===== src/rtl/bch_pkg.sv =====
// Shared constants for the shortened BCH(26,16) encoder/decoder path.
//   BCH_N / BCH_K / BCH_P : code length, data length, parity length
//   BCH_GEN               : generator g(x) = x^10+x^9+x^8+x^6+x^5+x^3+1,
//                           stored without its implicit x^10 term
//   bch_state_e           : encoder FSM states
//   bch_lfsr_step         : one MSB-first division step of the parity LFSR
package bch_pkg;

    localparam int unsigned BCH_N = 26;
    localparam int unsigned BCH_K = 16;
    localparam int unsigned BCH_P = 10;

    localparam logic [BCH_P-1:0] BCH_GEN = 10'h369;

    typedef enum logic [1:0] {
        IDLE,
        SHIFT,
        DONE
    } bch_state_e;

    // Feedback is the incoming data bit folded with the outgoing LFSR MSB;
    // when set, the generator is subtracted (XORed) after the shift.
    function automatic logic [BCH_P-1:0] bch_lfsr_step(
        input logic [BCH_P-1:0] r,
        input logic             data_bit
    );
        logic fb;
        fb = data_bit ^ r[BCH_P-1];
        return {r[BCH_P-2:0], 1'b0} ^ (fb ? BCH_GEN : '0);
    endfunction

endpackage


===== src/rtl/bch_26_enc_lfsr.sv =====
// Bit-serial parity generator for one 16-bit half of the data word.
// Ports:
//   clk      : rising-edge clock
//   rst      : synchronous reset, active-low
//   clr      : loads data_in into the internal shift register and zeroes the LFSR
//   shift_en : feeds the next data bit (MSB first) into the LFSR
//   data_in  : 16-bit data half, sampled when clr is high
//   parity   : current LFSR contents; the code parity after 16 shifts
module bch_26_enc_lfsr
    import bch_pkg::*;
(
    input  logic             clk,
    input  logic             rst,
    input  logic             clr,
    input  logic             shift_en,
    input  logic [BCH_K-1:0] data_in,
    output logic [BCH_P-1:0] parity
);

    logic [BCH_K-1:0] data_sr;
    logic [BCH_P-1:0] lfsr;

    always_ff @(posedge clk) begin
        if (!rst) begin
            data_sr <= '0;
            lfsr    <= '0;
        end else if (clr) begin
            data_sr <= data_in;
            lfsr    <= '0;
        end else if (shift_en) begin
            lfsr    <= bch_lfsr_step(lfsr, data_sr[BCH_K-1]);
            data_sr <= {data_sr[BCH_K-2:0], 1'b0};
        end
    end

    assign parity = lfsr;

endmodule


===== src/rtl/bch_32_bits_enc_s.sv =====
// Serial systematic BCH(26,16) encoder for a 32-bit word split into two
// independent blocks, producing the 52-bit dual-block codeword.
// Ports:
//   clk       : rising-edge clock
//   rst       : synchronous reset, active-low
//   in_valid  : word_in is valid
//   in_ready  : a word can be accepted (IDLE only, low while rst=0)
//   word_in   : [15:0] -> block 1, [31:16] -> block 2
//   out_valid : code_out holds a complete codeword
//   out_ready : downstream accepts code_out
//   err_mask  : XOR mask applied to code_out (only with BCH_ENC_ERR_INJ_EN)
//   code_out  : {data[31:16], parity2, data[15:0], parity1}; zero unless out_valid
// Optional feature macro: BCH_ENC_ERR_INJ_EN (error-injection mask).
module bch_32_bits_enc_s
    import bch_pkg::*;
(
    input  logic                 clk,
    input  logic                 rst,
    input  logic                 in_valid,
    output logic                 in_ready,
    input  logic [2*BCH_K-1:0]   word_in,
    output logic                 out_valid,
    input  logic                 out_ready,
`ifdef BCH_ENC_ERR_INJ_EN
    input  logic [2*BCH_N-1:0]   err_mask,
`endif
    output logic [2*BCH_N-1:0]   code_out
);

    bch_state_e          state_q, state_d;
    logic [3:0]          cnt_q;
    logic [2*BCH_K-1:0]  hold_q;
    logic [BCH_P-1:0]    parity1, parity2;
    logic                accept;
    logic                shift_en;
    logic [2*BCH_N-1:0]  codeword;

    assign accept   = in_valid && (state_q == IDLE);
    assign shift_en = (state_q == SHIFT);

    always_comb begin
        state_d = state_q;
        case (state_q)
            IDLE:    if (in_valid)        state_d = SHIFT;
            SHIFT:   if (cnt_q == 4'd15)  state_d = DONE;
            DONE:    if (out_ready)       state_d = IDLE;
            default:                      state_d = IDLE;
        endcase
    end

    always_ff @(posedge clk) begin
        if (!rst) begin
            state_q <= IDLE;
            cnt_q   <= '0;
            hold_q  <= '0;
        end else begin
            state_q <= state_d;
            if (accept) begin
                hold_q <= word_in;
                cnt_q  <= '0;
            end else if (shift_en) begin
                cnt_q  <= cnt_q + 4'd1;
            end
        end
    end

    bch_26_enc_lfsr u_lfsr_blk1 (
        .clk      (clk),
        .rst      (rst),
        .clr      (accept),
        .shift_en (shift_en),
        .data_in  (word_in[BCH_K-1:0]),
        .parity   (parity1)
    );

    bch_26_enc_lfsr u_lfsr_blk2 (
        .clk      (clk),
        .rst      (rst),
        .clr      (accept),
        .shift_en (shift_en),
        .data_in  (word_in[2*BCH_K-1:BCH_K]),
        .parity   (parity2)
    );

    assign codeword = {hold_q[2*BCH_K-1:BCH_K], parity2, hold_q[BCH_K-1:0], parity1};

    // Outputs derive only from state/hold/LFSR registers (and rst for
    // in_ready), so in_valid and out_ready never reach an output directly.
    assign in_ready  = rst && (state_q == IDLE);
    assign out_valid = (state_q == DONE);

`ifdef BCH_ENC_ERR_INJ_EN
    logic [2*BCH_N-1:0] mask_q;

    always_ff @(posedge clk) begin
        if (!rst) begin
            mask_q <= '0;
        end else if (accept) begin
            mask_q <= err_mask;
        end
    end

    assign code_out = out_valid ? (codeword ^ mask_q) : '0;
`else
    assign code_out = out_valid ? codeword : '0;
`endif

endmodule


===== config.mk =====
export PLATFORM = sky130hd
export DESIGN_NAME = bch_32_bits_enc_s
export DESIGN_NICKNAME = d
export VERILOG_FILES = /design/src/rtl/bch_pkg.sv /design/src/rtl/bch_26_enc_lfsr.sv /design/src/rtl/bch_32_bits_enc_s.sv
export SDC_FILE = /design/constraint.sdc
export NUM_CORES = 1
export LEC_CHECK = 0
export BUFFER_PORTS_ARGS = -buffer_cell sky130_fd_sc_hd__buf_2
export CAP_MARGIN = 20
export CORE_UTILIZATION = 36
export DETAILED_ROUTE_END_ITERATION = 8
export PLACE_DENSITY_LB_ADDON = 0.12
export SYNTH_ARGS = -nofsm -noshare
export SYNTH_HDL_FRONTEND = slang
export SYNTH_SLANG_ARGS = --single-unit
export TNS_END_PERCENT = 10

===== constraint.sdc =====
create_clock -name clk -period 1.7 [get_ports clk]
set_clock_uncertainty 0.05 [all_clocks]
set_input_delay 0.255 -clock clk [delete_from_list [all_inputs] [get_ports clk]]
set_output_delay 0.255 -clock clk [all_outputs]
set_load 0.05 [all_outputs]

* Word-level counts from Yosys, hierarchy flattened
Cells that the tools add are included.
Word-level totals: bits in latches 0, memory bits (writable) 0, memories kept 0, memory bits (read-only) 0, output and inout bits 54, input bits 36, flip-flop bits (word level) 90
Operators by class: div/mod/pow operators 0, bitwise operators 5, $add $sub $neg 1, $mul 0, multiplexer cells 11, eq/ne operators 6, shifts and indexed selects 0, $lt $le $gt $ge 0, reduce and logical (&&, ||, !) cells 6
Operators with widths (count):
- two-way mux 16 bit | 4
- two-way mux 52 bit | 1
- two-way mux 10 bit | 2
- XOR 10 bit | 2
- two-way mux 2 bit | 3
- one-hot mux 2 bit (3 select lines) | 1
- adder 4 x 1 -> 4 bit (second input constant) | 1
- equality test 4 bit (second input constant) | 1
- inequality test 2 x 1 -> 1 bit (second input constant) | 2
- AND reduction 3 bit | 1
- equality test 2 x 1 -> 1 bit (second input constant) | 1
- equality test 2 bit (second input constant) | 1
- logical AND 1 bit | 2
- zero test 2 bit | 1
- inequality test 2 bit (second input constant) | 1
- nonzero test 2 bit | 1
- OR reduction 2 bit | 1
- XOR 1 bit | 2
- inverter 1 bit | 1

* Depth between registers and ports, before layout
depth after elaboration 3, mapped depth 7, mapped depth without buffers 4

* Modules after synthesis
Synthesis repeated with hierarchy kept, for this count alone.
Second synthesis, totals: cell total of the unflattened synthesis 496, area, all modules 4514.3 µm²
Modules (own cells, without submodules):
- bch_26_enc_lfsr | cells each 134, times used 2, area each 1247.4 µm²
- bch_32_bits_enc_s | cells each 228, times used 1, area each 2019.4 µm²

* Least setup slack after synthesis
Ideal clock, no wire load.
path kind flip-flop to output port, from register state_q[1], to output port code_out[42], cell stages (with the launch flop) 5, path buffers 2, arrival time 1796 ps, slack -401 ps, cells stage by stage dfxtp_1 > nor2b_1 > clkbuf_1 > clkbuf_1 > and2_1
Between the ends: word-level cells in the longest chain between the ends 2
RTL lines:
- start: declaration | line bch_32_bits_enc_s.sv:30 | bch_state_e state_q, state_d;
- start signal: assignment | line bch_32_bits_enc_s.sv:57 | state_q <= state_d;
- equality test 2 bit | line bch_32_bits_enc_s.sv:90 | assign out_valid = (state_q == DONE);
- net out_valid | line bch_32_bits_enc_s.sv:22 | output logic out_valid,
- two-way mux 52 bit | line bch_32_bits_enc_s.sv:105 | assign code_out = out_valid ? codeword : '0;
- end: declaration | line bch_32_bits_enc_s.sv:27 | output logic [2*BCH_N-1:0] code_out
The timed path passes the listed nets, and every way through them passes these cells.

* Worst setup path in the final report
from register state_q[1], to output port code_out[20]
Between the ends: word-level cells in the longest chain between the ends 2
RTL lines (line):
- equality test 2 bit | bch_32_bits_enc_s.sv:90
- two-way mux 52 bit | bch_32_bits_enc_s.sv:105
No other way between the ends.

==> key figures <==
Layout
  – # fillers: 1017
  – Ant diodes: 0
  – Commonest cells after routing, fill and taps aside: nand2_1, dfxtp_1, a21oi_1
  – Final nets: between 600 and 700
  – Multi-input logic area: about 0.0021 mm²
  – Most common cell after layout, fill and taps aside: nand2_1
  – Layout area overhead: 40.30%
  – Register Area: around 0.0018 mm²
  – Post-layout util: 0.5193
  – Layout Cells excl Fill: around 750
  – Share of layout cells above drive strength 1: 0.3388

Clock network
  – Worst skew pair latency: 0.35 ns
  – Number of H-tree levels: 3
  – CTS tree: done
  – Clock Path Buffers: 2
  – Clock transition at path regs: 0.09 ns
  – Root buf cell: clkbuf_8
  – Clock sink count: 90
  – Num CTS Buffers: 9

Placed design
  – Post-DP HPWL: 6.742 mm
  – Placed insts: between 700 and 800
  – PortBufs: 89
  – GPL Wtd Cong: 0.7388

Drt
  – DRT antenna net count: 0
  – Wire per inst: 14.03 µm
  – Vias: 3723
  – Starting DRC count in detailed routing: ~160
  – Vias per inst: 4.997
  – Router iterations before antenna repair: 4
  – DR DRC count: 0
  – Routed WL: 10.46 mm

Critical path
  – Worst reg2reg endpoint: u_lfsr_blk2.parity[8]$_SDFFE_PP0N_
  – Data required time of the critical path: between 1 and 1.5 ns
  – Worst-path maximum fanout: 5
  – Data arrival, critical path: 1.50 ns
  – Reg2reg start: state_q[1]$_SDFFE_PN0P_
  – Reg-to-reg slack, setup: 0.01 ns
  – Worst r2r path cells: 7
  – Critical setup path kind: reg2out
  – Endpoint class of the critical path: output pin
  – Setup crit start kind: flop

Hold path
  – Hold Crit Start: word_in[23]
  – Hold crit path type: in2reg
  – Hold depth: 3
  – Hold EP: hold_q[23]$_SDFFE_PN0P_

Logic synthesis
  – Post-Syn Area: 0.004030 mm²
  – Sequential share of the synthesized area: 0.4471
  – Mux contribution to synthesized area: 0
  – Xor/xnor share of the synthesized area: 0.01304
  – Compound-cell area share of the yosys netlist: 0.1919
  – Largest family of logic cells by synthesized area: simple AND/OR/NAND/NOR gates
  – Simple-Gate Fraction of Synth Area: 0.2903
  – Synth Register Bits: 90
  – Cells after synthesis: approximately 510
  – Yosys warning count: 0
  – Distinct cells, synth: 29
  – Adder-Cell Fraction of Synth Area: 0.003105
  – Post-Syn Area per Cell: 7.949 µm²
  – Syn nets: ~540

Timing
  – Setup TNS: -3.691 ns
  – Final setup violation count: 52
  – Fmax: 554.1 MHz
  – Worst-Margin Slew: 0.4321 ns
  – Fin. Hold Viols: 0
  – Final Cycle Share: 1.062
  – Final critical-path required period: 1.805 ns
  – Final WS setup: -0.1048 ns
  – Slew Limit Fails: 0
  – Slew headroom: 0.7119
  – RSZ-0062 raised after global routing: true

Run status
  – Failing checks: negative setup slack
  – Status: finished with violations

GRT
  – Initial antenna violation count: 0
  – GRT Residual Overflow: 0
  – Met3 Use GR: 0.03087
  – Vias in the first global route: roughly 3.5k
  – Met1 Usage GRT: 0.2433
  – Global Route Usage Sum: 0.1868
  – Gr busiest metal: met2
  – Largest net degree at the start of global routing: between 40 and 50
  – First-pass GRT wire length: around 17 mm
  – Met2 usage: 0.3068

Power
  – Leak Pwr: 2.263 nW
  – Worst vdd ir: 0.4251 mV
  – Cell Pwr Density: 806.1 mW/mm²

Floorplan
  – Core box area: 0.01089 mm²
  – Row count: 38
  – Die height: 107.8 µm
  – IO Pins: 90
  – Initial Util: 0.3701
  – Die span in x: 107.8 µm
  – Die Area: 0.01162 mm²

Job
  – Max-cap violation count: 0
==> kinds of logic after synthesis <==
group                    count (synthesis)
AND/OR/NAND/NOR                        243
AO/OA/AOI/OAI                          121
flip-flops                              90
buffers and inverters                   46
XOR/XNOR                                 6
adder cells (fa/ha/maj)                  1
==> timing repair <==
item	4_1_cts	5_1_grt
endpoints found under the setup margin	54	104
buffers inserted	9	0
pin swaps	6	27
hold buffers	0	0
cloned	2	1
endpoints found under the hold margin	0	0
gates resized for setup	152	33
==> registers in the layout, summed over array words and instances (netlist names) <==
name / cells
u_lfsr_blk2.data_sr: 16
cnt_q: 4
hold_q: 32
u_lfsr_blk2.parity: 10
state_q: 2
u_lfsr_blk1.data_sr: 16
u_lfsr_blk1.parity: 10
==> Yosys cell counts (all sizes together) <==
| cell | number | area share |
|---|---|---|
| nand2 | 109 | 0.10 |
| dfxtp | 90 | 0.45 |
| a21oi | 67 | 0.083 |
| and2 | 52 | 0.081 |
| nor2 | 30 | 0.028 |
| clkbuf | 24 | 0.022 |
| nor2b | 23 | 0.036 |
| buf | 21 | 0.031 |
| o221a | 21 | 0.059 |
| a31oi | 18 | 0.028 |
| nand3 | 11 | 0.014 |
| o21ai | 11 | 0.014 |
| or3 | 11 | 0.017 |
| xnor2 | 5 | 0.011 |
| a211oi | 2 | 0.0037 |
| nand2b | 2 | 0.0031 |
| a32o | 1 | 0.0025 |
| a32oi | 1 | 0.0022 |
| ha | 1 | 0.0031 |
| inv | 1 | 0.00093 |
| nand3b | 1 | 0.0019 |
| nor3 | 1 | 0.0012 |
| nor3b | 1 | 0.0031 |
| or2 | 1 | 0.0016 |
| or3b | 1 | 0.0022 |
| xor2 | 1 | 0.0022 |
==> how the worst max path moves through the flow <==
stage / slack, ns / start / end / depth (start not counted)
after floorplan: -0.13 / state_q[1]$_SDFFE_PN0P_ / code_out[42] / 4
after global placement: 0.20 / in_valid / hold_q[10]$_SDFFE_PN0P_ / 5
after detailed placement: 0.15 / state_q[1]$_SDFFE_PN0P_ / code_out[12] / 4
after CTS: -0.08 / state_q[1]$_SDFFE_PN0P_ / code_out[39] / 5
after global routing: -0.16 / state_q[1]$_SDFFE_PN0P_ / code_out[20] / 5
final: -0.10 / state_q[1]$_SDFFE_PN0P_ / code_out[20] / 5
==> worst max-delay path: stages, from the launching register on <==
cell	delay, ns
dfxtp_4	0.36
nor2b_4	0.19
buf_6	0.16
clkbuf_16	0.15
and2_4	0.14
buf_8	0.14
==> stage by stage <==
step | power (mW) | hold slack, ns | worst slack, ns | area [µm²]
final | 4.558 | 0.08823 | -0.1048 | 5654
after global routing | 4.768 | 0.07705 | -0.1649 | 5654
after CTS | 4.596 | 0.07156 | -0.07747 | 5538
after detailed placement | 2.993 | 0.3939 | 0.1508 | 4730
after global placement | 2.985 | 0.3887 | 0.1980 | 4730
after floorplan | 2.772 | 0.3410 | -0.1279 | 4036
==> report_power, final <==
group | switching [mW] | leakage [nW] | internal, mW
Sequential | 0.0797 | 0.740 | 2.24
Combinational | 0.351 | 1.42 | 0.296
Clock | 0.771 | 0.0984 | 0.819
==> layout make-up <==
class	instances	share of cell area
repair buffers	128	0.2328
well taps	140	0.03098
inverters	1	0.0006639
flip-flops and latches	90	0.3200
clock inverters	5	0.01416
clock buffers	10	0.02257
multi-input cells	371	0.3788
==> layer usage <==
metal / vias up / wire [µm]
met3: 10 / 241
met5: - / 0
met4: 0 / 119
met2: 48 / 5152
li1: 1896 / -
met1: 1769 / 4942
No activity file was read; power rests on OpenSTA's default activity.
